$ cat config.mk
export PLATFORM = sky130hd
export DESIGN_NAME = cva6_hpicache_req_arbiter
export DESIGN_NICKNAME = d
export VERILOG_FILES = /design/src/rtl/cva6_hpicache_req_arbiter.sv
export SDC_FILE = /design/constraint.sdc
export NUM_CORES = 1
export LEC_CHECK = 0
export ABC_AREA = 1
export BUFFER_PORTS_ARGS = -buffer_cell sky130_fd_sc_hd__clkbuf_2
export CAP_MARGIN = 20
export CORE_AREA = 2 2 208 210
export DETAILED_ROUTE_END_ITERATION = 12
export DIE_AREA = 0 0 210 212
export GPL_ROUTABILITY_DRIVEN = 0
export PLACE_DENSITY = 0.34
export SYNTH_ARGS = -nofsm -noshare
export SYNTH_HDL_FRONTEND = slang
export SYNTH_SLANG_ARGS = --single-unit
export TNS_END_PERCENT = 50
$ cat constraint.sdc
create_clock -name clk_i -period 3.2 [get_ports clk_i]
set_input_delay 0.32 -clock clk_i [delete_from_list [all_inputs] [get_ports clk_i]]
set_output_delay 0.32 -clock clk_i [all_outputs]
set_load 0.02 [all_outputs]
$ cat src/rtl/cva6_hpicache_req_arbiter.sv
// Shares the HPICache request port between NUM_REQ fetch requesters and the icache flush.
// Round-robin grant, TID stamping, per-requester outstanding tracking and flush sequencing.
module cva6_hpicache_req_arbiter #(
  parameter int unsigned NUM_REQ   = 3,
  parameter int unsigned PAYLOAD_W = 128,
  parameter int unsigned TID_W     = 3,
  parameter int unsigned MAX_OUTST = 4
) (
  input  logic                           clk_i,
  input  logic                           rst_ni,
  input  logic [NUM_REQ-1:0]             req_valid_i,
  output logic [NUM_REQ-1:0]             req_ready_o,
  input  logic [NUM_REQ*PAYLOAD_W-1:0]   req_payload_i,
  input  logic                           flush_i,
  output logic                           flush_ack_o,
  output logic                           cache_req_valid_o,
  input  logic                           cache_req_ready_i,
  output logic [PAYLOAD_W-1:0]           cache_req_o,
  output logic [TID_W-1:0]               cache_req_tid_o,
  output logic                           cache_req_is_flush_o,
  input  logic                           cache_rsp_valid_i,
  input  logic [TID_W-1:0]               cache_rsp_tid_i,
  output logic [NUM_REQ-1:0]             rsp_valid_o,
  output logic                           busy_o,
  output logic                           err_o
);

  localparam int unsigned CNT_W = $clog2(MAX_OUTST + 1);
  localparam int unsigned PTR_W = (NUM_REQ > 1) ? $clog2(NUM_REQ) : 1;

  localparam logic [1:0] S_IDLE  = 2'd0;
  localparam logic [1:0] S_DRAIN = 2'd1;
  localparam logic [1:0] S_ISSUE = 2'd2;
  localparam logic [1:0] S_WAIT  = 2'd3;

  logic [1:0]                        state_q, state_d;
  logic [PTR_W-1:0]                  ptr_q, ptr_d;
  logic [NUM_REQ-1:0][CNT_W-1:0]     cnt_q, cnt_d;
  logic                              err_q, err_d;

  logic [NUM_REQ-1:0][PAYLOAD_W-1:0] pay;
  logic [NUM_REQ-1:0]                elig;
  logic [NUM_REQ-1:0]                dec;
  logic                              win_found;
  logic [PTR_W-1:0]                  win_idx;
  logic                              hs;
  int unsigned                       scan;

  assign pay = req_payload_i;

  // Round-robin search starting at the pointer; outputs are gated while in reset
  always_comb begin
    elig      = '0;
    win_found = 1'b0;
    win_idx   = '0;
    scan      = 0;
    for (int unsigned i = 0; i < NUM_REQ; i++) begin
      elig[i] = rst_ni & req_valid_i[i] & (cnt_q[i] < CNT_W'(MAX_OUTST)) & (state_q == S_IDLE);
    end
    for (int unsigned k = 0; k < NUM_REQ; k++) begin
      scan = 32'(ptr_q) + k;
      if (scan >= NUM_REQ) scan = scan - NUM_REQ;
      if (!win_found && elig[PTR_W'(scan)]) begin
        win_found = 1'b1;
        win_idx   = PTR_W'(scan);
      end
    end
  end

  always_comb begin
    req_ready_o          = '0;
    cache_req_valid_o    = win_found | (rst_ni & (state_q == S_ISSUE));
    cache_req_is_flush_o = rst_ni & (state_q == S_ISSUE);
    cache_req_tid_o      = '0;
    cache_req_o          = '0;
    hs                   = win_found & cache_req_ready_i;
    if (win_found) begin
      req_ready_o[win_idx] = cache_req_ready_i;
      cache_req_tid_o      = TID_W'(32'(win_idx) + 1);
      cache_req_o          = pay[win_idx];
    end
  end

  // Response routing by TID; TID 0 is only legal as the flush completion
  always_comb begin
    rsp_valid_o = '0;
    flush_ack_o = 1'b0;
    dec         = '0;
    err_d       = err_q;
    if (rst_ni && cache_rsp_valid_i) begin
      if (cache_rsp_tid_i == '0) begin
        if (state_q == S_WAIT) flush_ack_o = 1'b1;
        else                   err_d       = 1'b1;
      end else if (cache_rsp_tid_i > TID_W'(NUM_REQ)) begin
        err_d = 1'b1;
      end else begin
        for (int unsigned i = 0; i < NUM_REQ; i++) begin
          if (cache_rsp_tid_i == TID_W'(i + 1)) begin
            if (cnt_q[i] != '0) begin
              rsp_valid_o[i] = 1'b1;
              dec[i]         = 1'b1;
            end else begin
              err_d = 1'b1;
            end
          end
        end
        if (state_q == S_WAIT) err_d = 1'b1;
      end
    end
  end

  always_comb begin
    cnt_d = cnt_q;
    ptr_d = ptr_q;
    for (int unsigned i = 0; i < NUM_REQ; i++) begin
      if (hs && (win_idx == PTR_W'(i)) && !dec[i]) cnt_d[i] = cnt_q[i] + CNT_W'(1);
      else if (!(hs && (win_idx == PTR_W'(i))) && dec[i]) cnt_d[i] = cnt_q[i] - CNT_W'(1);
    end
    if (hs) begin
      if (32'(win_idx) == NUM_REQ - 1) ptr_d = '0;
      else                             ptr_d = win_idx + PTR_W'(1);
    end
  end

  // Flush sequencing: drain, issue, wait for TID 0
  always_comb begin
    state_d = state_q;
    case (state_q)
      S_IDLE:  if (flush_i)           state_d = S_DRAIN;
      S_DRAIN: if (cnt_q == '0)       state_d = S_ISSUE;
      S_ISSUE: if (cache_req_ready_i) state_d = S_WAIT;
      S_WAIT:  if (flush_ack_o)       state_d = S_IDLE;
      default:                        state_d = S_IDLE;
    endcase
  end

  assign busy_o = (cnt_q != '0) | (state_q != S_IDLE);
  assign err_o  = err_q;

  always_ff @(posedge clk_i or negedge rst_ni) begin
    if (!rst_ni) begin
      state_q <= S_IDLE;
      ptr_q   <= '0;
      cnt_q   <= '0;
      err_q   <= 1'b0;
    end else begin
      state_q <= state_d;
      ptr_q   <= ptr_d;
      cnt_q   <= cnt_d;
      err_q   <= err_d;
    end
  end

endmodule

# Word level (Yosys, flattened, before mapping)
# Index checks and enable logic that the tools add are counted.
# word_totals
regBits,14
rom_bits,0
mem_count,0
latch_bits,0
output_inout_bits,142
mem_bits_rw,0
word_cells,149
input_bits,395
# op_classes
magnitude_cmp,12
n_mux,56
shift,0
div,0
reduce_logical,35
n_addsub,13
n_bitwise,14
n_mul,0
eq_ne,13
# ops
cell,count
binary-select mux 128 bit (select 2 bit),1
two-way mux 128 bit,2
two-way mux 3 bit,11
two-way mux 1 bit,26
two-way mux 2 bit,11
logical AND 1 bit,13
"less-than comparator 2 x 3 -> 1 bit, second input constant",4
AND 1 bit,11
"!= test 2 bit, second input constant",5
"adder 3 x 1 -> 3 bit, second input constant",3
logical NOT 9 bit,1
"less-than comparator 3 bit, second input constant",3
nonzero test 3 bit,3
nonzero test 9 bit,1
"subtractor 3 x 1 -> 3 bit, second input constant",3
logical NOT 1 bit,8
one-hot mux 2 bit (4 select lines),1
nonzero test 2 bit,4
"adder 2 x 1 -> 3 bit, second input constant",2
binary-select mux 1 bit (select 2 bit),3
"equality test 2 bit, second input constant",3
"equality test 3 x 2 -> 1 bit, second input constant",2
">= comparator 3 x 2 -> 1 bit, second input constant",2
"subtractor 2 bit, second input constant",3
other kinds (14),17

# Longest topological paths before layout
# depth
ltp_word,18
depth_mapped,23
depth_no_buf,22

# Least setup slack after synthesis
# OpenSTA, ideal clock, no wires.
# synth_path
path_type,register to register
start,reg state_q[0]
end,reg cnt_q[1] (netlist name)
t_arrival_ns,2.816
period_less_slack_ns,2.941
setup_time_ns,0.125
t_required_ns,3.075
path_slack_ns,0.259
n_path_buf,1
path_stages_with_launch,20
path_cell_list,dfrtp_1 -> inv_1 -> ha_1 -> nand2_2 -> inv_4 -> nand3_1 -> nand3_1 -> nand2_4 -> nand2_2 -> nand2_1 -> nand2_4 -> nand2_4 -> nor2_4 -> buf_8 -> inv_1 -> nor2_1 -> ha_1 -> inv_1 -> fa_1 -> mux2_2
# synth_rtl
element,line_no,source
from (decl),36,"logic [1:0] state_q, state_d;"
from (signal assigned),147,state_q <= state_d;
to (signal assigned),149,cnt_q <= cnt_d;
to (decl),38,"logic [NUM_REQ-1:0][CNT_W-1:0] cnt_q, cnt_d;"

# Final worst setup path
# layout_path
start,reg state_q[1]
end,out cache_req_o[121]
# layout_via
elab_chain_cells,14
elab_cells_between_ends,23
cone_classes,15 x mux; 3 x bitwise; 5 x reduce/logical
# layout_lines
element,line_no,source
logical NOT 2 bit *,58,elig[i] = rst_ni & req_valid_i[i] & (cnt_q[i] < CNT_W'(MAX_OUTST)) & (state_q == S_IDLE);
AND 1 bit,58,
binary-select mux 1 bit (select 2 bit),63,if (!win_found && elig[PTR_W'(scan)]) begin
two-way mux 1 bit (not written as such),63,
two-way mux 1 bit,63,
logical NOT 1 bit,63,
logical AND 1 bit,63,
two-way mux 1 bit,63,
logical NOT 1 bit,63,
logical AND 1 bit,63,
two-way mux 2 bit,63,
binary-select mux 128 bit (select 2 bit),80,cache_req_o = pay[win_idx];
two-way mux 128 bit (not written as such),80,
two-way mux 128 bit *,77,if (win_found) begin
to (decl),18,"output logic [PAYLOAD_W-1:0] cache_req_o,"
# Mark *: on every way between the ends. The rest lies on a longest branch, timed or not. The select of a mux whose other input is x is not followed.

==> results.py <==
metrics = {
    "final_layout": {
        "drive_gt1_frac": 0.429,
        "nNetsFinal": 1938,
        "layout_common_cells": "nand2_1 (532), clkbuf_2 (499), inv_1 (117), a21oi_1 (109), nand3_1 (48)",
        "fin_area_um2": 8890,
        "area_growth_pct": 86.6,
        "final_cells": 2078,
        "fillCellCount": 5068,
        "layout_commonest_cell": "nand2_1",
    },
    "logic_synthesis": {
        "synth-main-ff-cell": "dfrtp_1",
        "synth.distinct_cells": 33,
        "synth-seq-area-share": 0.0736,
        "syn_area_um2": 4760,
        "synth_nets": 1404,
        "yosysTopAreaCellShare": 0.422,
        "ys_ff_latch": 14,
        "yosysTopAreaCell": "nand2_1",
        "synth_cells": 996,
        "synth_edf_count": 0,
        "synth_area_leaders": "nand2_1 (42%), a21oi_1 (13%), inv_1 (9.6%), dfrtp_1 (7.4%), nand3_1 (5.4%)",
        "yosysWarnings": 0,
        "async_flop_share": 1.00,
        "synth_area_per_cell_um2": 4.78,
    },
    "critical_path": {
        "slowest_delay_ns": 0.40,
        "cpMaxStageDelayCell": "dfrtp_1",
        "rr_worst_depth": 18,
        "startpoint_type": "flip-flop",
        "cp-startpoint": "state_q[1]$_DFFE_PN0P_",
        "cpLargestDelayFamily": "simple AND/OR/NAND/NOR gates",
        "cp.depth": 17,
        "crit_top_cell": "nand2_1",
        "cp_max_fo": 9,
        "crit_buf_inv": 4,
        "path_cells": "inv_2 -> ha_4 -> nand2_4 -> nor2_4 -> nand2_1 -> nand2_2 -> nand2_4 -> nand2_2 -> nand2_1 -> nand2_1 -> nand2_4 -> nor2_4 -> buf_12 -> buf_12 -> nand2_1 -> a21oi_1 -> clkbuf_2",
        "required_ns": 2.88,
        "criticalPathCategory": "flip-flop to output port",
        "crit_arrival_ns": 2.72,
        "cp-end-kind": "output port",
        "reg2reg_from": "state_q[1]$_DFFE_PN0P_",
    },
    "clock_network": {
        "htreeDepth": 1,
        "tritoncts": "built",
        "numClockSinks": 14,
        "cts_hold_buf": 0,
        "cts_root_buffer": "clkbuf_16",
        "numCtsBuffers": 3,
        "clk_latency_ns": 0.25,
        "clk_pin_slew_worst_paths_ns": 0.05,
        "clockBufferDepth": 2,
    },
    "floorplan": {
        "pin_count": 537,
        "start_util": 0.112,
        "rows": 76,
        "die_x_um": 210,
        "fp.dieH_um": 212,
        "core_area_um2": 42500,
        "die-area_um2": 44500,
    },
    "sta": {
        "timing.final.ws_setup_ns": 0.156,
        "skew_ns": 0.000837,
        "final_hold_viol_count": 0,
        "slew_headroom": 0.604,
        "post-route-min-period_ns": 3.04,
        "timing.fmax_ghz": 0.328,
        "setup_viol": 0,
        "min_period_over_period": 0.951,
        "drv_slew": 0,
        "tightest_slew_ns": 0.590,
    },
    "drt": {
        "vias_per_cell": 3.85,
        "ant_nets": 0,
        "drc": 0,
        "routedWlPerCell_um": 16.1,
        "via_count": 8009,
        "drt-total-wl_mm": 33.5,
        "firstDrtPassIters": 4,
        "first_iter_violations": 354,
    },
    "placed_design": {
        "placed_cells": 2043,
        "placed_cell_area_um2": 8080,
        "dp_hpwl_mm": 25.1,
        "io_buffers": 535,
        "pre_cts_slack_ns": 0.189,
    },
    "global_route": {
        "grt_pass1_wl_mm": 44.0,
        "antenna_found_initial": 3,
        "gr-total-overflow": 0,
        "grt_usage": 0.128,
        "first_global_vias": 7561,
        "grt_start_max_net_pins": 61,
    },
    "job": {
        "cap_viol_max_count": 0,
    },
    "min_path": {
        "holdCritPathClass": "input port to asynchronous set/reset pin",
    },
    "run_status": {
        "status": "completed",
    },
}
==> state kept, by name, indices dropped and copies added (netlist names) <==
signal   cells
ptr_q        2
err_o        1
cnt_q        9
state_q      2
==> synth_stat cells (10+ instances only) <==
library cell / n
nand2_1: 535
nand3_1: 51
dfrtp_1: 14
a21oi_1: 120
nor2_1: 15
a21oi_2: 10
clkbuf_1: 18
ha_1: 10
buf_4: 10
buf_2: 24
nand2_2: 14
inv_1: 122
==> cell families (layout without fill, tap and decap cells) <==
logic type | count (synthesis) | after routing | share of synthesized area
other cells | 1 | 4 | 0.000788
buf+inv | 187 | 720 | 0.176
compound gates | 141 | 141 | 0.159
xor+xnor | 6 | 6 | 0.0110
mux | 3 | 3 | 0.00710
simple gates | 631 | 631 | 0.534
flops | 14 | 14 | 0.0736
fa+ha+maj | 13 | 13 | 0.0389
==> path summary, 6_finish.rpt <==
check	to	slack (ns)
max	cache_req_o[121]	0.16
min	err_o$_DFFE_PN0P_	0.12
max reg2reg	cnt_q[1]$_DFFE_PN0P_	0.30
min reg2reg	err_o$_DFFE_PN0P_	0.48
max in group asynchronous	ptr_q[1]$_DFFE_PN0N_	2.88
min in group clk_i	err_o$_DFFE_PN0P_	0.48
==> worst register-to-register path: stages, from the launching register on <==
cell	delay, ns
dfrtp_1	0.40
inv_2	0.10
ha_4	0.16
nand2_4	0.07
nor2_4	0.13
nand2_1	0.08
nand2_2	0.08
nand2_4	0.08
nand2_2	0.08
nand2_1	0.05
nand2_1	0.09
nand2_4	0.11
nor2_4	0.25
inv_1	0.10
nor2_1	0.10
ha_1	0.14
inv_1	0.06
fa_1	0.43
mux2_2	0.27
==> per-layer routing <==
layer	vias up	global-route usage	share of wire
li1	4102	-	-
met1	3532	0.153	0.41
met5	-	0	0
met2	345	0.237	0.51
met4	0	0.0267	0.020
met3	30	0.0225	0.065
==> area by class of cell <==
class,instances,area (um2),share of cell area
antenna,3,7.51,0.000845
clock buffer,4,88.8,0.0100
tap,546,683,0.0769
timing repair buffer,591,3600,0.405
multi-input combinational,795,3680,0.414
sequential,14,350,0.0394
inverter,125,479,0.0539
==> metrics by stage <==
| stage | setup TNS, ns | utilization | hold slack, ns |
|---|---|---|---|
| 6_report | 0 | 0.209 | 0.121 |
| 5_1_grt | -0.0299 | 0.209 | 0.128 |
| 4_1_cts | 0 | 0.196 | 0.0911 |
| 3_5_place_dp | 0 | 0.190 | 0.354 |
| 3_3_place_gp | 0 | 0.190 | 0.361 |
| 2_1_floorplan | 0 | - | 0.0244 |
==> repair_timing <==
item                       in CTS  in global routing
setup buffers                   2                 13
hold endpoints to repair        0                  0
pin swaps                       2                  8
setup endpoints to repair      23                129
cloned                          3                 10
resized for setup              13                 90
Power is left out: the tool's default activity adds up to more than one toggle a clock period on the data nets, which glitch-free logic cannot reach.
